### config.mk
export PLATFORM = sky130hd
export DESIGN_NAME = regfile_writeback
export DESIGN_NICKNAME = d
export VERILOG_FILES = /design/src/rtl/regfile_writeback.sv
export SDC_FILE = /design/constraint.sdc
export NUM_CORES = 1
export LEC_CHECK = 0
export ABC_AREA = 1
export BUFFER_PORTS_ARGS = -buffer_cell sky130_fd_sc_hd__buf_4
export CAP_MARGIN = 10
export CORE_ASPECT_RATIO = 0.7
export CORE_MARGIN = 3
export CORE_UTILIZATION = 47
export DETAILED_ROUTE_END_ITERATION = 10
export HOLD_SLACK_MARGIN = 0.12
export PLACE_DENSITY = 0.88
export SYNTH_ARGS = -nofsm -noshare
export SYNTH_HDL_FRONTEND = slang
export SYNTH_SLANG_ARGS = --single-unit
### constraint.sdc
create_clock -name clk -period 1.5 [get_ports clk]
set_input_delay 0.3 -clock clk [delete_from_list [all_inputs] [get_ports clk]]
set_output_delay 0.3 -clock clk [all_outputs]
set_load 0.03 [all_outputs]
### src/rtl/regfile_writeback.sv
// Writeback sequencer for the multicycle core: picks the result source by opcode,
// waits for load data under a timeout, and issues one register-file write per instruction.
module regfile_writeback #(
  parameter int unsigned TIMEOUT = 16
) (
  input  logic        clk,
  input  logic        reset_n,
  input  logic        wb_valid,
  output logic        wb_ready,
  input  logic [31:0] instr,
  input  logic [31:0] alu_result,
  input  logic [31:0] pc_plus4,
  input  logic        mem_valid,
  input  logic [31:0] mem_rdata,
  output logic        write_en_3,
  output logic [4:0]  write_addr_3,
  output logic [31:0] write_data_3,
  output logic        wb_done,
  output logic        load_fault
);

  localparam int unsigned CNT_W  = 8;
  localparam int unsigned DATA_W = 32;
  localparam int unsigned REG_W  = 5;

  localparam logic [6:0] OP_REG    = 7'b0110011;
  localparam logic [6:0] OP_IMM    = 7'b0010011;
  localparam logic [6:0] OP_LUI    = 7'b0110111;
  localparam logic [6:0] OP_AUIPC  = 7'b0010111;
  localparam logic [6:0] OP_JAL    = 7'b1101111;
  localparam logic [6:0] OP_JALR   = 7'b1100111;
  localparam logic [6:0] OP_LOAD   = 7'b0000011;

  typedef enum logic [1:0] {
    IDLE      = 2'd0,
    LOAD_WAIT = 2'd1,
    WRITE     = 2'd2
  } state_t;

  state_t              state_q, state_d;
  logic [CNT_W-1:0]    cnt_q, cnt_d, cnt_inc;
  logic [REG_W-1:0]    rd_q, rd_d;
  logic [2:0]          fn3_q, fn3_d;
  logic [1:0]          off_q, off_d;
  logic                ready_d, wen_d, done_d, fault_d;
  logic [REG_W-1:0]    waddr_d;
  logic [DATA_W-1:0]   wdata_d;

  logic [6:0]          opcode;
  logic [REG_W-1:0]    rd_in;
  logic [2:0]          fn3_in;
  logic [1:0]          off_in;
  logic                load_ok;
  logic [7:0]          lane_b;
  logic [15:0]         lane_h;
  logic [DATA_W-1:0]   load_val;
  logic                unused_instr;

  assign opcode       = instr[6:0];
  assign rd_in        = instr[11:7];
  assign fn3_in       = instr[14:12];
  assign off_in       = alu_result[1:0];
  assign unused_instr = ^instr[31:15];

  // Legal load widths and their natural alignment
  always_comb begin
    load_ok = 1'b0;
    case (fn3_in)
      3'b000, 3'b100: load_ok = 1'b1;
      3'b001, 3'b101: load_ok = ~off_in[0];
      3'b010:         load_ok = (off_in == 2'b00);
      default:        load_ok = 1'b0;
    endcase
  end

  // Lane extraction and extension from the latched offset and funct3
  always_comb begin
    lane_b = mem_rdata[{off_q, 3'b000} +: 8];
    lane_h = off_q[1] ? mem_rdata[31:16] : mem_rdata[15:0];
    case (fn3_q)
      3'b000:  load_val = {{24{lane_b[7]}}, lane_b};
      3'b001:  load_val = {{16{lane_h[15]}}, lane_h};
      3'b100:  load_val = {24'd0, lane_b};
      3'b101:  load_val = {16'd0, lane_h};
      default: load_val = mem_rdata;
    endcase
  end

  // Next state and next registered outputs; WRITE outputs are loaded on entry
  always_comb begin
    state_d = state_q;
    cnt_d   = cnt_q;
    rd_d    = rd_q;
    fn3_d   = fn3_q;
    off_d   = off_q;
    wen_d   = 1'b0;
    waddr_d = '0;
    wdata_d = '0;
    done_d  = 1'b0;
    fault_d = 1'b0;
    cnt_inc = CNT_W'(cnt_q + CNT_W'(1));

    case (state_q)
      IDLE: begin
        if (wb_valid) begin
          rd_d  = rd_in;
          fn3_d = fn3_in;
          off_d = off_in;
          case (opcode)
            OP_REG, OP_IMM, OP_LUI, OP_AUIPC, OP_JAL, OP_JALR: begin
              if (rd_in != '0) begin
                state_d = WRITE;
                wen_d   = 1'b1;
                waddr_d = rd_in;
                wdata_d = (opcode == OP_JAL || opcode == OP_JALR) ? pc_plus4 : alu_result;
              end
              done_d = 1'b1;
            end
            OP_LOAD: begin
              if (load_ok) begin
                cnt_d   = '0;
                state_d = LOAD_WAIT;
              end else begin
                fault_d = 1'b1;
                done_d  = 1'b1;
              end
            end
            default: done_d = 1'b1;
          endcase
        end
      end
      LOAD_WAIT: begin
        if (mem_valid) begin
          done_d  = 1'b1;
          state_d = IDLE;
          if (rd_q != '0) begin
            state_d = WRITE;
            wen_d   = 1'b1;
            waddr_d = rd_q;
            wdata_d = load_val;
          end
        end else begin
          cnt_d = cnt_inc;
          if (cnt_inc == CNT_W'(TIMEOUT)) begin
            fault_d = 1'b1;
            done_d  = 1'b1;
            state_d = IDLE;
          end
        end
      end
      WRITE:   state_d = IDLE;
      default: state_d = IDLE;
    endcase

    ready_d = (state_d == IDLE);
  end

  always_ff @(posedge clk or negedge reset_n) begin
    if (!reset_n) begin
      state_q      <= IDLE;
      cnt_q        <= '0;
      rd_q         <= '0;
      fn3_q        <= '0;
      off_q        <= '0;
      wb_ready     <= 1'b1;
      write_en_3   <= 1'b0;
      write_addr_3 <= '0;
      write_data_3 <= '0;
      wb_done      <= 1'b0;
      load_fault   <= 1'b0;
    end else begin
      state_q      <= state_d;
      cnt_q        <= cnt_d;
      rd_q         <= rd_d;
      fn3_q        <= fn3_d;
      off_q        <= off_d;
      wb_ready     <= ready_d;
      write_en_3   <= wen_d;
      write_addr_3 <= waddr_d;
      write_data_3 <= wdata_d;
      wb_done      <= done_d;
      load_fault   <= fault_d;
    end
  end

endmodule

=== After elaboration in Yosys (flattened, before gate mapping) ===
Index checks and enable logic that the tools add are counted.

* Register bits: 61
* Word-level logic and storage cells: 93
* Output and inout bits: 41
* Input bits: 132

* Eq/ne operators: 20
* Shifts and indexed selects: 1
* Bitwise operators: 1
* Add/sub/neg operators: 1
* Muxes and demuxes: 45
* Reductions and logical operators: 14

{| class="wikitable"
|+ Operator list
! cell !! number
|-
| $mux W32 || 6
|-
| $pmux W32 S4 || 1
|-
| $pmux W32 S2 || 1
|-
| $mux W8 || 4
|-
| $shiftx A32 B6 Y8 || 1
|-
| $mux W5 || 5
|-
| $mux W16 || 1
|-
| $pmux W8 S2 || 1
|-
| $eq A7 B5 Y1 const B || 2
|-
| $eq A7 B6 Y1 const B || 2
|-
| $eq A7 B7 Y1 const B || 2
|-
| $mux W1 || 13
|-
| $eq A3 B3 Y1 const B || 4
|-
| $mux W2 || 6
|-
| $pmux W5 S2 || 1
|-
| $reduce_bool A5 Y1 || 2
|-
| $add A8 B1 Y8 const B || 1
|-
| $eq A8 B5 Y1 const B || 1
|-
| $pmux W2 S2 || 2
|-
| $eq A7 B2 Y1 const B || 1
|-
| $eq A3 B1 Y1 const B || 2
|-
| $logic_not A2 Y1 || 3
|-
| $logic_not A3 Y1 || 2
|-
| $ne A2 B2 Y1 const B || 3
|-
| other kinds (12) || 15
|}

=== Logic depth before layout (Yosys ltp) ===
Gate-level depths: netlist of the first run.

* Depth after elaboration: 8
* Depth in mapped cells: 11
* Depth with buffers taken out: 11

=== Least setup slack after synthesis of the first run ===
Ideal clock, no wire load.

* Kind: register -> register
* Start point: reg off_q[1]
* End point: reg write_data_3[21]
* Path slack: 0.164 ns
* Path buffers: 1
* Arrival: 1.213 ns
* Setup time: 0.123 ns
* Cell stages (with the launch flop): 8
* Cells stage by stage: dfrtp_1 -> nand2_1 -> o21ai_1 -> o211ai_2 -> nand2_4 -> nor2_4 -> buf_6 -> o21ai_2

* Word-level cells in the longest chain between the ends: 5

{| class="wikitable"
|+ RTL lines
! what !! line !! source
|-
| start, declared || 44 || <nowiki>logic [1:0] off_q, off_d;</nowiki>
|-
| start signal, assigned || 164 || <nowiki>off_q <= '0;</nowiki>
|-
| start signal, assigned || 176 || <nowiki>off_q <= off_d;</nowiki>
|-
| $shiftx A32 B6 Y8 / $mux W16 (equally long branches) || 78, 79 ||
|-
| $pmux W32 S4 * || 80 || <nowiki>case (fn3_q)</nowiki>
|-
| $mux W32 * || 136 || <nowiki>if (rd_q != '0) begin</nowiki>
|-
| $mux W32 * || 133 || <nowiki>if (mem_valid) begin</nowiki>
|-
| $pmux W32 S2 * || 103 || <nowiki>case (state_q)</nowiki>
|-
| net wdata_d[21] || 47 || <nowiki>logic [DATA_W-1:0] wdata_d;</nowiki>
|-
| end signal, assigned || 180 || <nowiki>write_data_3 <= wdata_d;</nowiki>
|-
| end, declared || 17 || <nowiki>output logic [31:0] write_data_3,</nowiki>
|}

Mark *: on every way through the listed nets, which the timed path passes. The rest lies on a longest branch.
A chain may end at the register's enable or synchronous reset.

=== Final worst setup path of the first run ===
* Start point: reg off_q[1]
* End point: reg write_data_3[3]

The elaborated chain is that of the path after synthesis.

==> results of run 1 <==
synthesized netlist by cell type (2+ instances only):
library cell	instances	area share
o21ai_2	10	0.024
o21ai_1	13	0.018
nand2_4	2	0.0062
a21oi_1	4	0.0055
nand2_2	3	0.0052
nor2_1	42	0.044
nor2_4	2	0.0062
buf_6	3	0.0093
o22ai_1	7	0.012
nand3_1	11	0.015
o31ai_2	2	0.0069
o211ai_1	10	0.021
o21bai_1	3	0.0062
inv_2	3	0.0031
a22o_1	2	0.0048
buf_4	6	0.012
inv_1	48	0.050
nand2_1	140	0.15
clkbuf_1	6	0.0062
mux2i_1	2	0.0055
buf_2	6	0.0083
nor2_2	3	0.0052
or2_0	6	0.010
nor3_1	3	0.0042
o32ai_1	4	0.0097
o21ai_0	68	0.094
or2_2	4	0.0069
dfrtp_1	60	0.42
routing by layer:
| metal | vias up | global-route usage |
|---|---|---|
| met5 | - | 0 |
| met4 | 0 | 0.0898 |
| met3 | 36 | 0.0591 |
| met2 | 246 | 0.441 |
| met1 | 1972 | 0.352 |
| li1 | 1949 | - |
report_power, final:
| group | total [W] | switching (W) | internal (W) |
|---|---|---|---|
| combinational | 0.000959 | 0.000515 | 0.000444 |
| sequential | 0.00174 | 0.0000505 | 0.00169 |
| clock | 0.00147 | 0.000704 | 0.000764 |
| total | 0.00417 | 0.00127 | 0.00290 |
worst reg2reg max path, stage by stage, from the launching register on:
cell	delay [ps]
dfrtp_2	500
buf_4	220
nand2_1	80
o21ai_0	140
nand2_1	100
o21ai_0	100
o32ai_1	320
area by class of cell:
cell class                 count  share of cell area
clock buffer                  10              0.0230
clock inverter                 6              0.0115
inverter                      52              0.0371
multi-input combinational    352               0.347
sequential                    61               0.276
tap                           98              0.0221
timing repair buffer         192               0.283
flip-flops by register name (all words and copies together) (netlist names), 2 cells and up:
| signal | flops |
|---|---|
| write_data_3 | 32 |
| cnt_q | 8 |
| rd_q | 5 |
| write_addr_3 | 5 |
| fn3_q | 3 |
| off_q | 2 |
| state_q | 2 |
per-stage QoR:
stage	setup WS, ps	instances	hold WS (ps)	setup TNS, ps
after CTS	4.71	764	177	0
after detailed placement	-186	743	254	-384
after floorplan	164	486	4.41	0
after global placement	-64.8	743	254	-64.8
after global routing	-132	771	189	-1860
final	-66.1	771	178	-685
final timing paths:
check                          start                to  slack [ps]  cells after the start
min in group asynchronous    reset_n  write_data_3[20]         430                      2
max in group asynchronous    reset_n        state_q[0]         500                      3
setup / recovery            off_q[1]   write_data_3[3]         -70                      6
setup reg to reg            off_q[1]   write_data_3[3]         -70                      6
hold reg to reg             cnt_q[7]          cnt_q[7]         530                      1
hold / removal             instr[12]          fn3_q[0]         180                      3
cell families after synthesis:
group                      Yosys count  synth area share
buffers and inverters               73            0.0907
and+or+nand+nor                    222             0.265
AOI/OAI and AO/OA                  127             0.213
adders and majority gates            1           0.00346
DFF                                 61             0.422
muxes                                2           0.00554
timing repair:
item,CTS,global route
endpoints found under the hold margin,28,0
endpoints found under the setup margin,24,36
buffers inserted,3,6
pin swaps,1,22
hold buffers,1,0
cloned,1,2
resized for setup,11,50
==> results by group, run 1 <==
Worst setup path
  • Worst path cell trace: buf_4 > nand2_1 > o21ai_0 > nand2_1 > o21ai_0 > o32ai_1
  • Max incr delay on CP: 500 ps
  • Worst path slowest cell: dfrtp_2
  • Critical Path Start Type: flip-flop
  • Worst Path Buf+Inv: 1
  • CP Data Required Time: 1730 ps
  • Crit Path Category: reg2reg
  • CP delay by family, top: compound AO/OA/AOI/OAI gates
  • WP data arrival: 1800 ps
  • Crit-path max FO: 15
  • Critical path endpoint category: flip-flop

Final layout
  • Filler instances: roughly 510
  • Layout area overhead: 53.1%
  • Fin nets: approximately 800
  • Share of cells above drive strength 1: 0.406
  • Fin util: 0.750
  • Area of the multi-input gates: 1920 µm²
  • Post-route design area: about 5500 µm²
  • Most frequent cells in the layout: buf_4, nand2_1, dfrtp_1, o21ai_0, inv_1
  • Commonest non-fill, non-tap cell in the layout: buf_4
  • Number of diodes: 0
  • Sequential cell area: 1530 µm²

Power and ir drop
  • Pwr Total: 0.00417 W
  • Static leakage: 2.89 nW
  • Peak VDD IR: roughly 0.00045 V
  • Power per cell area: around 750 nW/µm²

Die
  • Core area: 7380 µm²
  • Die Y-Extent: around 80 µm
  • Initial Util: 0.490
  • Row count: 26
  • Top Ports: 173
  • Die W: 111 µm
  • Die area: 8800 µm²

Timing
  • Minimum clock period: 1570 ps
  • Unrepaired setup endpoints after global routing: yes
  • Worst Skew: ~14 ps
  • Final worst setup slack: -66.1 ps
  • Fmax: 639 MHz
  • Hold Violations, Final: 0
  • Finish-stage setup viols: 18
  • Max_slew headroom: 0.722
  • Slew Limit Fails: 0
  • Tightest Pin Transition: 418 ps
  • Tcrit/Tclk final: 1.04

Global route
  • First-pass GRT wire length: around 19 mm
  • Antenna violations before repair: 0
  • Largest net degree at the start of global routing: 32
  • Vias in the first global route: 3976
  • GR Overflow Total: 0
  • GRT Resource Usage Total: 0.267

Route
  • Wire length per cell: 17.2 µm
  • Post-route ant nets: 0
  • Via-to-Cell Ratio: about 5.5
  • Routed met3 length: 1.00 mm
  • Max layer used: met4
  • DRT met1 WL: between 5 and 6 mm
  • Via count: 4203
  • Iteration-0 DRC Markers: 332
  • Met2 routed WL: 6.42 mm
  • Aggregate routed wire length: 13.2 mm
  • # DRC: 0
  • DR pass1 iterations: 5

Yosys
  • Register area share after synthesis: 0.422
  • Synth Warn #: 0
  • Post-Synthesis Cells: 486
  • Synthesized cell area: 3620 µm²
  • Mapped Avg Cell Area: 7.44 µm²
  • Async set or reset register ratio after synthesis: 1.00
  • Post-synth EDFFs: 0
  • Post-Syn Nets: around 620
  • Yosys cell types: 41
  • Synth Register Bits: 61
  • Ys flop type: dfrtp_1

Hold path
  • Hold WC Path Type: in2reg

Clock tree
  • Clock Tree Root: clkbuf_8
  • Clk Latency, worst-skew pair: around 350 ps
  • Clock Tree Buf Depth: 2
  • CTS tree: yes
  • Num CTS Buffers: 9
  • Reg clk slew, reported paths: 80 ps
  • CTS sink count: 61
  • H-tree lvl count: 3

Status
  • Status: finished with violations
  • Failing checks: setup timing

Placed design
  • GPL Wtd Cong: 0.959
  • Placed Area: between 5000 and 6000 µm²
  • Post-DP HPWL: 9.06 mm
  • Port buffer count: about 160

Flow run
  • Max-cap violations: 0
No activity file was read; power rests on OpenSTA's default activity.
==> run 2, diff against run 1 <==
--- a/config.mk
+++ b/config.mk
@@ -13,7 +13,7 @@
 export CORE_UTILIZATION = 47
 export DETAILED_ROUTE_END_ITERATION = 10
 export HOLD_SLACK_MARGIN = 0.12
-export PLACE_DENSITY = 0.88
+export PLACE_DENSITY = 0.89
 export SYNTH_ARGS = -nofsm -noshare
 export SYNTH_HDL_FRONTEND = slang
 export SYNTH_SLANG_ARGS = --single-unit
==> run 2 against run 1 <==
Critical endpoint is now wb_ready; die area stayed put; critical path depth up 5; global-route usage up 0.86 points; via count increased by 1.7%; the run still ends with setup timing left; routed wire length shrank 1.6%; combinational power is 4.2% lower.
==> results by group, run 2 (synthesis results as in run 1) <==
Timing
  • Minimum clock period: 1560 ps
  • Fmax: around 640 MHz
  • Hold slack: 179 ps
  • Worst Skew: between 8 and 9 ps
  • Max_slew headroom: 0.797
  • Finish-stage setup viols: 7
  • Tcrit/Tclk final: 1.04
  • Tightest Pin Transition: 301 ps
  • Slew Limit Fails: 0
  • Unrepaired setup endpoints after global routing: yes
  • Hold Violations, Final: 0
  • Final worst setup slack: -62.1 ps

Route
  • Post-route ant nets: 0
  • Iteration-0 DRC Markers: 455
  • Via count: 4273
  • DR pass1 iterations: 6
  • # DRC: 0
  • Aggregate routed wire length: 13.0 mm
  • Wire length per cell: 17.0 µm
  • Via-to-Cell Ratio: 5.58

Worst setup path
  • FF-to-FF setup slack: -60 ps
  • Worst path slowest cell: dfrtp_1
  • CP delay by family, top: simple AND/OR/NAND/NOR gates
  • Critical path endpoint category: flip-flop
  • Worst Path Buf+Inv: 1
  • CP Data Required Time: approximately 1800 ps
  • Critical Path Start Type: flip-flop
  • Crit-path max FO: 3
  • Worst path cell trace: buf_6 > nand2_1 > nor2_2 > nand2_1 > nand2_2 > nand2_2 > nor2_2 > nand3_2 > nand2_2 > nand2_2 > nor2_1
  • Crit Path Category: reg2reg
  • WP data arrival: ~1800 ps
  • Most frequent cell on the critical path: nand2_2
  • Max incr delay on CP: about 400 ps

Final layout
  • Number of flip-flops in the largest register: 32
  • Fin util: 0.738
  • Most frequent cells in the layout: buf_4, nand2_1, o21ai_0, dfrtp_1, inv_1
  • Fin nets: 796
  • Post-route design area: 5450 µm²
  • Commonest non-fill, non-tap cell in the layout: buf_4
  • Area of the multi-input gates: 1870 µm²
  • Share of cells above drive strength 1: 0.395
  • Number of diodes: 0
  • Layout area overhead: 50.7%
  • Regs by FF count: write_data_3: 32 flops, cnt_q: 8 flops
  • Most flops, register: write_data_3
  • Sequential cell area: between 1500 and 2000 µm²
  • Filler instances: 542

Clock tree
  • Reg clk slew, reported paths: ~70 ps
  • Clk Latency, worst-skew pair: 350 ps
  • Clock Tree Root: clkbuf_8
  • Clock Tree Buf Depth: 2
  • CTS tree: yes
  • H-tree lvl count: 3
  • Num CTS Buffers: 9
  • CTS sink count: 61

Power and ir drop
  • Power per cell area: 801 nW/µm²
  • Static leakage: 2.86 nW
  • Peak VDD IR: roughly 0.00057 V

Die
  • Core area: approximately 7400 µm²
  • Initial Util: 0.490
  • Top Ports: 173
  • Die Y-Extent: 79.4 µm
  • Die area: 8800 µm²
  • Row count: 26
  • Die W: 111 µm

Global route
  • First-pass GRT wire length: 19.3 mm
  • Largest net degree at the start of global routing: 32
  • GRT Resource Usage Total: 0.276
  • Antenna violations before repair: 0
  • GR Overflow Total: 0
  • Vias in the first global route: 3868

Placed design
  • Port buffer count: between 150 and 200
  • Placed Area: 5000 µm²
  • Post-DP HPWL: 9.23 mm
  • GPL Wtd Cong: 0.910

Status
  • Status: finished with violations
  • Failing checks: setup timing

Flow run
  • Max-cap violations: 0

Hold path
  • Hold WC Path Type: in2reg
==> run 2: cell count changes in the layout (fill, tap and decap cells not counted), sizes merged <==
cell / before / now
clkinvlp: 2 / 0
inv: 51 / 52
buf: 189 / 185
clkinv: 4 / 2
clkbuf: 12 / 13
bufinv: 1 / 2
==> run 2: worst reg2reg max path, delay by kind of cell (launching register included) <==
kind / cells / cell delay [ps]
buffers and inverters: 1 / 130
flip-flops: 1 / 410
AND/OR/NAND/NOR: 10 / 940
==> run 2: worst paths after layout <==
kind	to	cells past startpoint	start
max	wb_ready	11	cnt_q[1]
min	fn3_q[1]	3	instr[13]
max reg2reg	wb_ready	11	cnt_q[1]
min reg2reg	cnt_q[6]	2	cnt_q[6]
max in group asynchronous	wb_ready	3	reset_n
min in group asynchronous	write_data_3[19]	2	reset_n
==> run 2: where the power goes <==
part	switching (W)	internal (W)	leakage [nW]
registers	0.0000457	0.00169	0.811
clock network	0.000685	0.00102	0.116
logic	0.000502	0.000417	1.93
total	0.00123	0.00313	2.86
==> run 2: metrics by stage <==
step,TNS [ps],setup slack (ps),std cells,power [W]
final,-160,-62.1,766,0.00437
after floorplan,0,164,486,0.00214
after CTS,-1.80,-1.80,759,0.00429
after global routing,-1770,-154,766,0.00452
after detailed placement,-493,-85.3,740,0.00259
after global placement,-13.1,-13.1,740,0.00255
==> run 2: repair_timing <==
action                                  4_1_cts  5_1_grt
buffers inserted                              2        6
hold endpoints to repair                     50        0
pin swaps                                     1       10
hold buffers                                  1        0
cloned                                        0        1
gates resized for setup                       5       43
endpoints found under the setup margin       12       41
==> run 2: area by class of cell <==
class,instances,share of cell area
clock inverter,4,0.0129
timing repair buffer,187,0.275
inverter,52,0.0376
tap,98,0.0225
multi-input combinational,352,0.343
sequential,61,0.281
clock buffer,12,0.0285
==> run 2: per-layer routing <==
layer  global-route usage  routed length, µm  vias to the layer above  part of all wire
li1                     -                  -                     1941                 -
met1                0.366               5090                     1971              0.39
met2                0.452               6190                      299              0.47
met3               0.0697               1310                       62              0.10
met4               0.0800                438                        0             0.034
met5                    0                  0                        -                 0
